===== config.mk =====
export PLATFORM = sky130hd
export DESIGN_NAME = key_switch_conditioner
export DESIGN_NICKNAME = d
export VERILOG_FILES = /design/src/rtl/key_switch_conditioner.sv
export SDC_FILE = /design/constraint.sdc
export NUM_CORES = 1
export LEC_CHECK = 0
export ABC_AREA = 1
export BUFFER_PORTS_ARGS = -buffer_cell sky130_fd_sc_hd__buf_2
export CAP_MARGIN = 10
export CELL_PAD_IN_SITES_DETAIL_PLACEMENT = 1
export CELL_PAD_IN_SITES_GLOBAL_PLACEMENT = 1
export CORE_ASPECT_RATIO = 1.25
export CORE_MARGIN = 4
export CORE_UTILIZATION = 49
export DETAILED_ROUTE_END_ITERATION = 7
export PLACE_DENSITY_LB_ADDON = 0.1
export SLEW_MARGIN = 20
export SYNTH_ARGS = -nofsm -noshare
export SYNTH_HDL_FRONTEND = slang
export SYNTH_SLANG_ARGS = --single-unit

===== constraint.sdc =====
create_clock -name Clk -period 5.75 [get_ports Clk]
set_input_delay 1.15 -clock Clk [delete_from_list [all_inputs] [get_ports Clk]]
set_output_delay 1.15 -clock Clk [all_outputs]
set_load 0.02 [all_outputs]

===== src/rtl/key_switch_conditioner.sv =====
// Board input conditioning: 2-flop synchronisers on keys and switches, plus a
// debounce FSM per key producing clean levels and one-cycle press/release strobes.

module ksc_key_fsm #(
  parameter int DEBOUNCE_CYCLES = 500000,
  parameter int CNT_W           = $clog2(DEBOUNCE_CYCLES + 1)
) (
  input  logic Clk,
  input  logic Reset,
  input  logic p,
  output logic level,
  output logic level_n,
  output logic press,
  output logic rel
);
  typedef enum logic [1:0] {IDLE, PRESS_W, PRESSED, REL_W} state_t;

  localparam logic [CNT_W-1:0] CNT_MAX = CNT_W'(DEBOUNCE_CYCLES);
  localparam logic [CNT_W-1:0] CNT_ONE = CNT_W'(1);

  state_t           state;
  logic [CNT_W-1:0] cnt;

  always_ff @(posedge Clk or posedge Reset) begin
    if (Reset) begin
      state   <= IDLE;
      cnt     <= '0;
      level   <= 1'b0;
      level_n <= 1'b1;
      press   <= 1'b0;
      rel     <= 1'b0;
    end else begin
      press <= 1'b0;
      rel   <= 1'b0;
      case (state)
        IDLE: if (p) begin
          state <= PRESS_W;
          cnt   <= CNT_ONE;
        end
        // any contrary sample, including on the last counting cycle, restarts
        PRESS_W: if (!p) begin
          state <= IDLE;
          cnt   <= '0;
        end else if (cnt == CNT_MAX) begin
          state   <= PRESSED;
          cnt     <= '0;
          press   <= 1'b1;
          level   <= 1'b1;
          level_n <= 1'b0;
        end else begin
          cnt <= cnt + CNT_ONE;
        end
        PRESSED: if (!p) begin
          state <= REL_W;
          cnt   <= CNT_ONE;
        end
        REL_W: if (p) begin
          state <= PRESSED;
          cnt   <= '0;
        end else if (cnt == CNT_MAX) begin
          state   <= IDLE;
          cnt     <= '0;
          rel     <= 1'b1;
          level   <= 1'b0;
          level_n <= 1'b1;
        end else begin
          cnt <= cnt + CNT_ONE;
        end
        default: begin
          state <= IDLE;
          cnt   <= '0;
        end
      endcase
    end
  end
endmodule

module key_switch_conditioner #(
  parameter  int N_KEYS          = 2,
  parameter  int N_SW            = 8,
  parameter  int DEBOUNCE_CYCLES = 500000,
  localparam int CNT_W           = $clog2(DEBOUNCE_CYCLES + 1)
) (
  input  logic              Clk,
  input  logic              Reset,
  input  logic [N_KEYS-1:0] key_n_raw,
  input  logic [N_SW-1:0]   sw_raw,
  output logic [N_KEYS-1:0] key_level,
  output logic [N_KEYS-1:0] key_level_n,
  output logic [N_KEYS-1:0] key_press,
  output logic [N_KEYS-1:0] key_release,
  output logic [N_SW-1:0]   sw_sync
);
  // keys idle high (released), so their synchronisers reset to 1
  logic [1:0][N_KEYS-1:0] key_pipe;
  logic [1:0][N_SW-1:0]   sw_pipe;

  always_ff @(posedge Clk or posedge Reset) begin
    if (Reset) begin
      key_pipe <= '1;
      sw_pipe  <= '0;
    end else begin
      key_pipe <= {key_pipe[0], key_n_raw};
      sw_pipe  <= {sw_pipe[0], sw_raw};
    end
  end

  assign sw_sync = sw_pipe[1];

  for (genvar g = 0; g < N_KEYS; g++) begin : g_key
    ksc_key_fsm #(
      .DEBOUNCE_CYCLES(DEBOUNCE_CYCLES),
      .CNT_W          (CNT_W)
    ) u_key (
      .Clk    (Clk),
      .Reset  (Reset),
      .p      (~key_pipe[1][g]),
      .level  (key_level[g]),
      .level_n(key_level_n[g]),
      .press  (key_press[g]),
      .rel    (key_release[g])
    );
  end
endmodule

==> out/qor.csv, run 1 <==
stage,metric,value,unit
status,outcome,finished clean,
floorplanning,coreArea,6930,sq um
routing,viasPerCell,5.12,
timing,maxSlewViolCount,0,
timing,setup_viol,0,
setup_path,slowest_delay,530,ps
global_route,grtUsageTotal,0.202,
routing,firstDrtPassIters,4,
global_route,grt_pass1_vias,2915,
global_route,gr-total-overflow,0,
setup_path,crit_type,flip-flop to output pin,
setup_path,cpLargestDelayFamily,flip-flops,
synth,synth_edf_count,0,
floorplanning,dieArea,8510,sq um
floorplanning,fp.dieW,83.3,um
synth,synth_seq_cells,70,
timing,finalHoldViolations,0,
routing,vias,2669,
cells_and_area,finalNetCount,442,
power,powerDensity,330,nW/um^2
setup_path,worstPathArrival,1050,ps
routing,wl_per_cell,14.9,um
floorplanning,ioPinCount,28,
global_route,grt_max_degree,71,
cells_and_area,layout_commonest_cell,nand2_1,
setup_path,worst_setup_path_start_kind,flip-flop,
synth,synth_top_flop_cell,dfrtp_1,
power,pwr-share-comb,0.191,
clock_tree,cts_buffer_depth,2,
clock_tree,cts_htree_levels,3,
timing,min_period,2200,ps
setup_path,worstSetupEndpointType,output pin,
power,p_leak,1.86,nW
place,port_buffers,27,
cells_and_area,mostFrequentLayoutCells,"nand2_1 (88), dfrtp_1 (64), inv_1 (59)",
clock_tree,clock-sinks,70,
flow_run,max_cap_violations,0,
synth,synth.area.top_cells,"dfrtp_1 (46%), nand2_1 (9.5%), inv_1 (6.5%), nand3_1 (5.0%), dfstp_2 (4.5%)",
synth,synthArstFlopShare,1.00,
floorplanning,dieHeight,102,um
synth,syn_area_per_cell,8.55,sq um
global_route,antenna_found_initial,0,
clock_tree,cts_setup_buffers,0,
timing,layout_setup_ws,3550,ps
cells_and_area,drive_gt1_frac,0.167,
timing,worstMarginPinSlew,866,ps
min_path,holdCritPathClass,flip-flop to flip-flop,
power,pwr-share-clk,0.356,
synth,syn_inst,406,
power,peakVddDrop,0.000155,V
cells_and_area,stdcell_count,521,
clock_tree,cts-root-buf,clkbuf_8,
place,detailed_place_hpwl,5.51,mm
synth,syn_area,3470,sq um
routing,routed_wl,7.78,mm
place,dp_slack,3690,ps
setup_path,critPathMaxFanout,2,
setup_path,crit_required,4600,ps
power,p_int,0.838,mW
synth,yosysTopAreaCellShare,0.461,
clock_tree,cts_resized,0,
routing,drcViolationCount,0,
timing,clock_skew,11.1,ps
cells_and_area,diodes,0,
synth,ys_seq_area_frac,0.507,
power,p_seq_frac,0.452,
clock_tree,cts_made_buffers,9,
place,gp_congestion,0.797,
timing,setup_tns,0,ps
setup_path,path_cells,buf_2,
routing,antenna_left,0,
cells_and_area,layout-area-overhead-vs-synth,9.62,%
timing,max_freq,455,MHz
synth,synthesis.nets,422,
floorplanning,initial_core_util,0.501,
setup_path,cp.buffers_inverters,1,
floorplanning,rows,34,
power,switching_share,0.333,
clock_tree,tritoncts,built,
synth,yosysUniqueCellTypes,32,
timing,post-route-period-util,0.382,
place,dp_cells,505,
timing,maxSlewHeadroom,0.423,
clock_tree,clk_latency,350,ps
synth,ys_warn_count,0,
clock_tree,holdBufCountCts,0,
routing,drt_iter0_drc,146,
clock_tree,path_clk_slew,80,ps
synth,synth_area_leader_cell,dfrtp_1,
setup_path,critPathSlowestCell,dfstp_2,
power,p_switching,0.418,mW
timing,rsz0062_at_grt,false,
global_route,grt_pass1_wl,13.6,mm
## final timing paths
kind | start | to | slack, ps | cells after the start
max in group asynchronous | Reset | g_key[0].u_key.cnt[14]$_DFFE_PP0P_ | 4130 | 3
hold reg to reg | key_pipe[1]$_DFF_PP1_ | key_pipe[3]$_DFF_PP1_ | 350 | 0
hold / removal | key_pipe[1]$_DFF_PP1_ | key_pipe[3]$_DFF_PP1_ | 350 | 0
min in group asynchronous | Reset | sw_sync[5]$_DFF_PP0_ | 1070 | 3
setup / recovery | g_key[0].u_key.level_n$_DFFE_PP1P_ | key_level_n[0] | 3550 | 1
setup reg to reg | key_pipe[3]$_DFF_PP1_ | g_key[1].u_key.cnt[14]$_DFFE_PP0P_ | 3870 | 7
## layer usage
layer | global-route usage | routed length (um) | share of wire
met4 | 0.0755 | 141 | 0.018
met5 | 0 | 0 | 0
met2 | 0.383 | 4260 | 0.55
met1 | 0.219 | 3180 | 0.41
met3 | 0.0468 | 193 | 0.025
## stage by stage
step | instance area [sq um] | power (mW) | hold slack (ps) | utilization
6_report | 3810 | 1.26 | 349 | 0.549
3_3_place_gp | 3580 | 0.810 | 331 | 0.517
2_1_floorplan | 3470 | 0.754 | 331 | -
4_1_cts | 3810 | 1.27 | 345 | 0.549
5_1_grt | 3810 | 1.33 | 351 | 0.549
3_5_place_dp | 3580 | 0.819 | 336 | 0.517
## sequential cells by signal (all words and copies together) (netlist names), named ones only
register / cells
g_key.u_key.cnt: 38
sw_pipe: 8
sw_sync: 8
key_pipe: 4
g_key.u_key.level: 2
g_key.u_key.level_n: 2
g_key.u_key.press: 2
g_key.u_key.rel: 2
g_key.u_key.state: 2
## cell families (layout without fill, tap and decap cells)
kind of cell / after synthesis / after routing / share of synthesized area
DFF: 70 / 70 / 0.507
buffers and inverters: 83 / 108 / 0.110
and+or+nand+nor: 198 / 198 / 0.271
adders and majority gates: 4 / 4 / 0.0144
xor gates and xnor gates: 18 / 18 / 0.0454
AOI/OAI and AO/OA: 33 / 33 / 0.0523
## layout make-up
| cell class | count | area (sq um) |
|---|---|---|
| Inverter | 64 | 240 |
| Fill cell | 869 | 3130 |
| Tap cell | 90 | 113 |
| Timing Repair Buffer | 28 | 143 |
| Clock buffer | 10 | 128 |
| Sequential cell | 70 | 1760 |
| Clock inverter | 6 | 93.8 |
| Multi-Input combinational cell | 253 | 1330 |
## power by group through the flow
stage	Combinational (mW)	Sequential, mW	Clock, mW
finish	0.240	0.568	0.447
global route	0.274	0.573	0.484
CTS	0.247	0.568	0.459
detailed placement	0.243	0.576	0
global placement	0.236	0.575	0
floorplan	0.188	0.567	0
## Yosys cell counts (3+ instances only)
cell     count
nand2_2      6
nor2_2       3
nand4_1     12
o22ai_1     11
nor2_1      37
inv_1       60
dfrtp_1     64
a21oi_1      4
nor2_4       4
o21ai_0     16
dfstp_2      6
inv_2        3
buf_4       17
nand2_1     88
ha_1         4
nand3_1     35
nor3_1       5
xor2_1      17
No activity file was read; power rests on OpenSTA's default activity.
==> inputs of run 2 (changes only) <==
- CORE_UTILIZATION: 49 -> 45
- clock period: 5.75 -> 2.1 ns (I/O delays scaled with it)
==> run 2 against run 1 <==
Compared with the run above:
- die area up 8.1%
- sequential cell count unchanged
- worst setup slack worse by 3200 ps
- clock power up 150%
- final area up 0.62%
- critical path type is now flip-flop to flip-flop
==> out/qor.csv, run 2 (synthesized netlist as in run 1, its figures left out) <==
stage,metric,value,unit,change
setup_path,critPathSlowestCell,dfrtp_1,,
setup_path,worstPathArrival,2000,ps,+950 ps
setup_path,cpLargestDelayFamily,simple AND/OR/NAND/NOR gates,,
place,detailed_place_hpwl,5.83,mm,+5.8%
setup_path,critical_path_cell_count,11,,+10
clock_tree,clock-sinks,70,,unchanged
timing,post-route-period-util,0.836,,
power,peakVddDrop,0.000516,V,+230%
global_route,antenna_found_initial,0,,unchanged
power,p_leak,1.87,nW,+0.39%
routing,drt_iter0_drc,70,,-52%
setup_path,crit_required,2340,ps,-2260 ps
timing,max_freq,570,MHz,
power,pwr-share-comb,0.212,,+0.021
floorplanning,initial_core_util,0.466,,-0.0343
clock_tree,cts-root-buf,clkbuf_8,,
place,gp_congestion,0.775,,-2.8%
power,p_seq_frac,0.460,,+0.008
place,dp_cells,511,,+1.2%
cells_and_area,mostFrequentLayoutCells,"nand2_1 (88), dfrtp_1 (64), inv_1 (59)",,
setup_path,path_cells,inv_1 > ha_1 > nand2_1 > inv_1 > nand4_1 > nor2_1 > nand2_1 > nand2_2 > inv_1 > nand3_1 > nand2_1,,
floorplanning,dieHeight,106,um,+4.0%
power,p_switching,1.18,mW,+180%
timing,worstMarginPinSlew,455,ps,-411 ps
routing,viasPerCell,5.06,,-1.3%
routing,antenna_left,0,,unchanged
min_path,holdCritPathClass,input port to asynchronous set/reset pin,,
floorplanning,rows,35,,+2.9%
setup_path,cp.buffers_inverters,3,,+2
timing,setup_viol,0,,unchanged
power,totalPowerFinal,3.38,mW,+170%
routing,firstDrtPassIters,4,,unchanged
routing,vias,2665,,-0.15%
cells_and_area,finalNetCount,446,,+0.90%
clock_tree,cts_resized,0,,unchanged
cells_and_area,seqCellArea,1760,sq um,unchanged
clock_tree,cts_made_buffers,9,,unchanged
flow_run,max_cap_violations,0,,unchanged
cells_and_area,regMostFlops,g_key.u_key.cnt,,
setup_path,worstSetupEndpointType,flip-flop,,
timing,maxSlewHeadroom,0.696,,+0.274
power,pwr-share-clk,0.328,,-0.028
clock_tree,holdBufCountCts,0,,unchanged
power,powerDensity,883,nW/um^2,+170%
cells_and_area,multiInputGateArea,1330,sq um,unchanged
clock_tree,tritoncts,built,,
cells_and_area,drive_gt1_frac,0.177,,+0.00996
clock_tree,path_clk_slew,90,ps,about the same
cells_and_area,largest_reg_flops,38,,unchanged
global_route,grt_pass1_wl,13.6,mm,about the same
timing,maxSlewViolCount,0,,unchanged
routing,wl_per_cell,15.0,um,+0.13%
setup_path,slowest_delay,400,ps,-130 ps
setup_path,critPathMaxFanout,8,,+6
cells_and_area,diodes,0,,unchanged
floorplanning,dieArea,9190,sq um,+8.1%
power,switching_share,0.348,,+0.0150
timing,min_period,1760,ps,
cells_and_area,fillers,912,,+4.9%
clock_tree,cts_setup_buffers,0,,unchanged
cells_and_area,layout_commonest_cell,nand2_1,,
routing,drcViolationCount,0,,unchanged
timing,setup_tns,0,ps,unchanged
setup_path,crit_type,flip-flop to flip-flop,,
power,p_int,2.21,mW,+160%
clock_tree,cts_buffer_depth,2,,unchanged
status,outcome,finished clean,,
place,port_buffers,27,,unchanged
clock_tree,cts_htree_levels,3,,unchanged
floorplanning,fp.dieW,86.6,um,+3.9%
timing,rsz0062_at_grt,false,,
routing,routed_wl,7.88,mm,+1.3%
cells_and_area,stdcell_count,527,,+1.2%
setup_path,worst_setup_path_start_kind,flip-flop,,
floorplanning,ioPinCount,28,,unchanged
global_route,gr-total-overflow,0,,unchanged
global_route,grt_pass1_vias,2858,,-2.0%
cells_and_area,layout-area-overhead-vs-synth,10.3,%,
global_route,grtUsageTotal,0.189,,-0.0131
timing,clock_skew,9.69,ps,-1.38 ps
clock_tree,clk_latency,360,ps,about the same
setup_path,rr_worst_depth,11,,+4
global_route,grt_max_degree,37,,-48%
floorplanning,coreArea,7440,sq um,+7.4%
timing,finalHoldViolations,0,,unchanged
run 2: cell count changes in the layout (fill, tap and decap cells not counted), sizes merged:
cell	delta
buf	+4
clkinvlp	+2
bufinv	-1
clkbuf	-1
clkinv	+1
inv	-1
run 2: power groups by stage:
stage               registers [mW]  logic (mW)  clock network (mW)
finish                        1.56       0.718                1.11
global route                  1.58       0.817                1.19
CTS                           1.56       0.735                1.14
detailed placement            1.58       0.718                   0
global placement              1.58       0.701                   0
floorplan                     1.55       0.514                   0
run 2: final timing paths:
| kind | from | to | slack (ps) |
|---|---|---|---|
| hold reg to reg | sw_pipe[1]$_DFF_PP0_ | sw_sync[1]$_DFF_PP0_ | 350 |
| min in group Clk | key_n_raw[1] | key_pipe[1]$_DFF_PP1_ | 160 |
| max in group asynchronous | Reset | key_pipe[0]$_DFF_PP1_ | 1420 |
| setup / recovery | g_key[0].u_key.cnt[0]$_DFFE_PP0P_ | g_key[0].u_key.cnt[14]$_DFFE_PP0P_ | 340 |
| hold / removal | Reset | g_key[1].u_key.cnt[17]$_DFFE_PP0P_ | 70 |
| setup reg to reg | g_key[0].u_key.cnt[0]$_DFFE_PP0P_ | g_key[0].u_key.cnt[14]$_DFFE_PP0P_ | 340 |
run 2: routing by layer:
layer  track usage  up-vias  part of all wire
li1              -     1314                 -
met1         0.216     1311              0.42
met2         0.337       26              0.53
met3        0.0248       14             0.021
met4        0.0958        0             0.027
met5             0        -                 0
run 2: final cells by class:
type                       count  share of cell area
inverter                      64              0.0637
clock buffer                   9              0.0323
clock inverter                 7              0.0189
timing repair buffer          32              0.0484
multi-input combinational    253               0.347
tap                           92              0.0301
sequential                    70               0.459
run 2: metrics by stage:
stage / area, sq um / util / hold slack, ps / worst slack [ps]
floorplan: 3480 / - / 331 / 673
global placement: 3630 / 0.488 / 331 / 424
detailed placement: 3630 / 0.488 / 337 / 334
CTS: 3830 / 0.514 / 78.5 / 319
global route: 3830 / 0.514 / 91.0 / 124
finish: 3830 / 0.514 / 72.4 / 345
run 2: worst register-to-register path, delay by kind of cell (launching register included):
family / cells / cell delay [ps]
adders and majority gates: 1 / 160
DFF: 1 / 400
and+or+nand+nor: 7 / 760
buffers and inverters: 3 / 340
==> inputs of run 3 (changes only) <==
- ABC_AREA: 1 -> 0
- CORE_UTILIZATION: 45 -> 42
- clock period: 2.1 -> 1.59 ns (I/O delays scaled with it)
==> run 3 against run 2 <==
Compared with the run above:
- the flow now finishes with violations (setup timing)
- clock skew down 4.6 ps
- area after synthesis is 3.4% lower
- global-route usage increased by 3.3 points
- first-iteration DRC count rose by 44%
- final area rose by 25%
- sequential cell count did not move
- non-clock buffer count up 88
- utilization is 10 points higher
- wire length up 28%
- critical path type unchanged
- largest power group unchanged
==> out/qor.csv, run 3 <==
stage,metric,value,unit,change
floorplanning,coreArea,7790,sq um,+4.7%
synth,synthXorXnorAreaFrac,0.0418,,-0.00361
min_path,holdCritPathClass,input port to asynchronous set/reset pin,,
power,p_switching,1.63,mW,+38%
timing,rsz0062_at_grt,true,,
timing,setup_viol,47,,+47
synth,synthArstFlopShare,1.00,,unchanged
timing,max_freq,526,MHz,-7.6%
setup_path,crit_required,1840,ps,-500 ps
synth,yosys.area_share.simple,0.249,,-0.0225
power,p_leak,2.16,nW,+16%
synth,synth_compound_area_frac,0.105,,+0.0530
power,peakVddDrop,0.000571,V,+11%
synth,synthAdderAreaFrac,0.0149,,+0.000511
clock_tree,cts-root-buf,clkbuf_8,,
synth,synth_edf_count,0,,unchanged
clock_tree,clock-sinks,70,,unchanged
routing,antenna_left,0,,unchanged
timing,finalHoldViolations,0,,unchanged
clock_tree,path_clk_slew,80,ps,about the same
global_route,grt_max_degree,71,,+92%
synth,yosysTopAreaCellShare,0.478,,+0.0164
global_route,grt_pass1_vias,3150,,+10%
synth,synth_top_family_by_area,simple AND/OR/NAND/NOR gates,,
power,pwr-share-clk,0.302,,-0.026
timing,maxSlewHeadroom,0.508,,-0.188
setup_path,worst_setup_path_start_kind,flip-flop,,
setup_path,path_cells,or4b_4 > nor3_4 > a21o_4 > buf_4 > o21ai_2 > a21o_1,,
routing,routed_wl,10.1,mm,+28%
cells_and_area,drive_gt1_frac,0.481,,+0.304
timing,clock_skew,5.14,ps,-4.55 ps
status,violations,setup timing,,
floorplanning,dieArea,9490,sq um,+3.2%
flow_run,max_cap_violations,0,,unchanged
synth,synthMuxAreaShare,0.00299,,+0.00299
power,totalPowerFinal,4.90,mW,+45%
place,detailed_place_hpwl,6.01,mm,+3.2%
routing,viasPerCell,5.51,,+8.9%
setup_path,worstPathArrival,2150,ps,+150 ps
status,outcome,"complete, but fails checks",,
clock_tree,cts_htree_levels,3,,unchanged
clock_tree,tritoncts,built,,
timing,min_period,1900,ps,+145 ps
synth,ys_seq_area_frac,0.525,,+0.0180
routing,drt_iter0_drc,101,,+44%
setup_path,cpLargestDelayFamily,simple AND/OR/NAND/NOR gates,,
synth,syn_area_per_cell,10.4,sq um,+21%
setup_path,worstSetupEndpointType,flip-flop,,
power,pwr-share-comb,0.299,,+0.087
timing,post-route-period-util,1.20,,+0.359
global_route,antenna_found_initial,0,,unchanged
setup_path,slowest_delay,570,ps,+170 ps
routing,wl_per_cell,18.9,um,+27%
setup_path,cp.buffers_inverters,1,,-2
cells_and_area,regMostFlops,g_key.u_key.cnt,,
synth,synthTopCellsByCount,"dfrtp_1 (64), nand2_1 (38), nand3_1 (24)",,
setup_path,critPathSlowestCell,or4b_4,,
routing,firstDrtPassIters,4,,unchanged
setup_path,critPathMaxFanout,5,,-3
power,switching_share,0.332,,-0.0153
clock_tree,clk_latency,350,ps,about the same
synth,ys_warn_count,0,,unchanged
routing,vias,2940,,+10%
synth,synth_area_leader_cell,dfrtp_1,,
synth,synth_top_flop_cell,dfrtp_1,,
routing,drcViolationCount,0,,unchanged
floorplanning,dieHeight,108,um,+1.6%
power,p_int,3.27,mW,+48%
place,dp_slack,-336,ps,-670 ps
cells_and_area,layout_commonest_cell,buf_4,,
floorplanning,ioPinCount,28,,unchanged
synth,syn_inst,323,,-20%
floorplanning,fp.dieW,87.9,um,+1.6%
synth,syn_area,3350,sq um,-3.4%
timing,worstMarginPinSlew,737,ps,+283 ps
power,powerDensity,1020,nW/um^2,+16%
floorplanning,rows,36,,+2.9%
global_route,grt_pass1_wl,15.9,mm,+17%
clock_tree,cts_made_buffers,9,,unchanged
place,gp_congestion,0.751,,-3.0%
cells_and_area,layout-area-overhead-vs-synth,42.9,%,
synth,synth.area.top_cells,"dfrtp_1 (48%), dfstp_2 (4.7%), nand2_1 (4.3%), buf_4 (4.0%), nand3_1 (3.6%)",,
synth,synth_seq_cells,70,,unchanged
synth,synthesis.nets,339,,-20%
timing,layout_setup_ws,-310,ps,-655 ps
setup_path,crit_type,flip-flop to flip-flop,,
synth,synth.most_common_cell,dfrtp_1,,
global_route,gr-total-overflow,0,,unchanged
floorplanning,initial_core_util,0.430,,-0.0361
cells_and_area,post-route-util,0.615,,+0.100
cells_and_area,largest_reg_flops,38,,unchanged
power,p_seq_frac,0.399,,-0.061
clock_tree,cts_buffer_depth,2,,unchanged
global_route,grtUsageTotal,0.221,,+0.0328
synth,yosysUniqueCellTypes,52,,+63%
cells_and_area,mostFrequentLayoutCells,"buf_4 (74), dfrtp_1 (63), nand2_1 (34)",,
cells_and_area,fillers,846,,-7.2%
cells_and_area,finalNetCount,450,,+0.90%
cells_and_area,diodes,0,,unchanged
place,port_buffers,27,,unchanged
timing,maxSlewViolCount,0,,unchanged
-- run 3: cell types whose count changed after synthesis, sizes merged, moves of 6 or more --
cell / before / now
nand3: 36 / 26
inv: 63 / 12
nor4: 0 / 6
or3: 0 / 8
xnor2: 1 / 12
xor2: 17 / 4
a21oi: 4 / 11
nand2: 95 / 39
nor2: 44 / 17
o22ai: 11 / 0
-- run 3: power by group through the flow --
stage	combinational (mW)	sequential [mW]	clock [mW]
floorplan	0.510	1.97	0
finish	1.46	1.95	1.48
global route	1.58	1.97	1.60
global placement	0.893	1.97	0
detailed placement	0.931	1.97	0
CTS	1.19	1.94	1.52
-- run 3: final cells by class --
type	count	area [sq um]	share of cell area
flip-flops and latches	70	1760	0.367
well taps	95	119	0.0248
multi-input cells	221	1750	0.366
clock inverters	6	70.1	0.0146
repair buffers	120	913	0.191
clock buffers	10	128	0.0266
inverters	12	48.8	0.0102
-- run 3: worst register-to-register path: cells and delay by family, from the launching register on --
kind	cells	cell delay, ps
simple gates	2	840
buf+inv	1	130
compound gates	3	430
flops	1	390
-- run 3: kinds of logic (layout without fill, tap and decap cells) --
kind of cell	count (synthesis)	after routing
AOI/OAI and AO/OA	53	56
xor gates and xnor gates	16	16
adders and majority gates	4	4
buffers and inverters	35	148
DFF	70	70
muxes	1	1
and+or+nand+nor	144	144
-- run 3: worst paths after layout --
kind                                              startpoint                                end  slack [ps]  cells after the start
min in group Clk                                key_n_raw[1]              key_pipe[1]$_DFF_PP1_          60                      1
max in group asynchronous                              Reset              key_pipe[2]$_DFF_PP1_        1170                      3
min reg2reg                             sw_pipe[4]$_DFF_PP0_               sw_sync[4]$_DFF_PP0_         350                      0
min                                                    Reset  g_key[1].u_key.cnt[1]$_DFFE_PP0P_          60                      3
max reg2reg                g_key[0].u_key.cnt[9]$_DFFE_PP0P_  g_key[0].u_key.cnt[4]$_DFFE_PP0P_        -310                      6
max                        g_key[0].u_key.cnt[9]$_DFFE_PP0P_  g_key[0].u_key.cnt[4]$_DFFE_PP0P_        -310                      6
-- run 3: timing repair --
action / 4_1_cts / 5_1_grt
gates resized for setup: 61 / 29
setup endpoints to repair: 49 / 50
setup buffers: 12 / 11
gates cloned: 3 / 0
hold buffers: 0 / 0
hold endpoints to repair: 0 / 0
pin swaps: 37 / 16
-- run 3: stage by stage --
step	cell area [sq um]	instances	hold WS, ps	setup TNS (ps)
final	4790	534	56.7	-10410
after global routing	4790	534	22.7	-13960
after CTS	4580	524	32.4	-8750
after detailed placement	4060	493	336	-10610
after global placement	4060	493	332	-8750
after floorplan	3440	323	322	-3810
-- run 3: metal layers --
| layer | track usage | up-vias | part of all wire |
|---|---|---|---|
| li1 | - | 1362 | - |
| met1 | 0.236 | 1509 | 0.38 |
| met2 | 0.406 | 43 | 0.56 |
| met3 | 0.0482 | 26 | 0.023 |
| met4 | 0.103 | 0 | 0.032 |
| met5 | 0 | - | 0 |
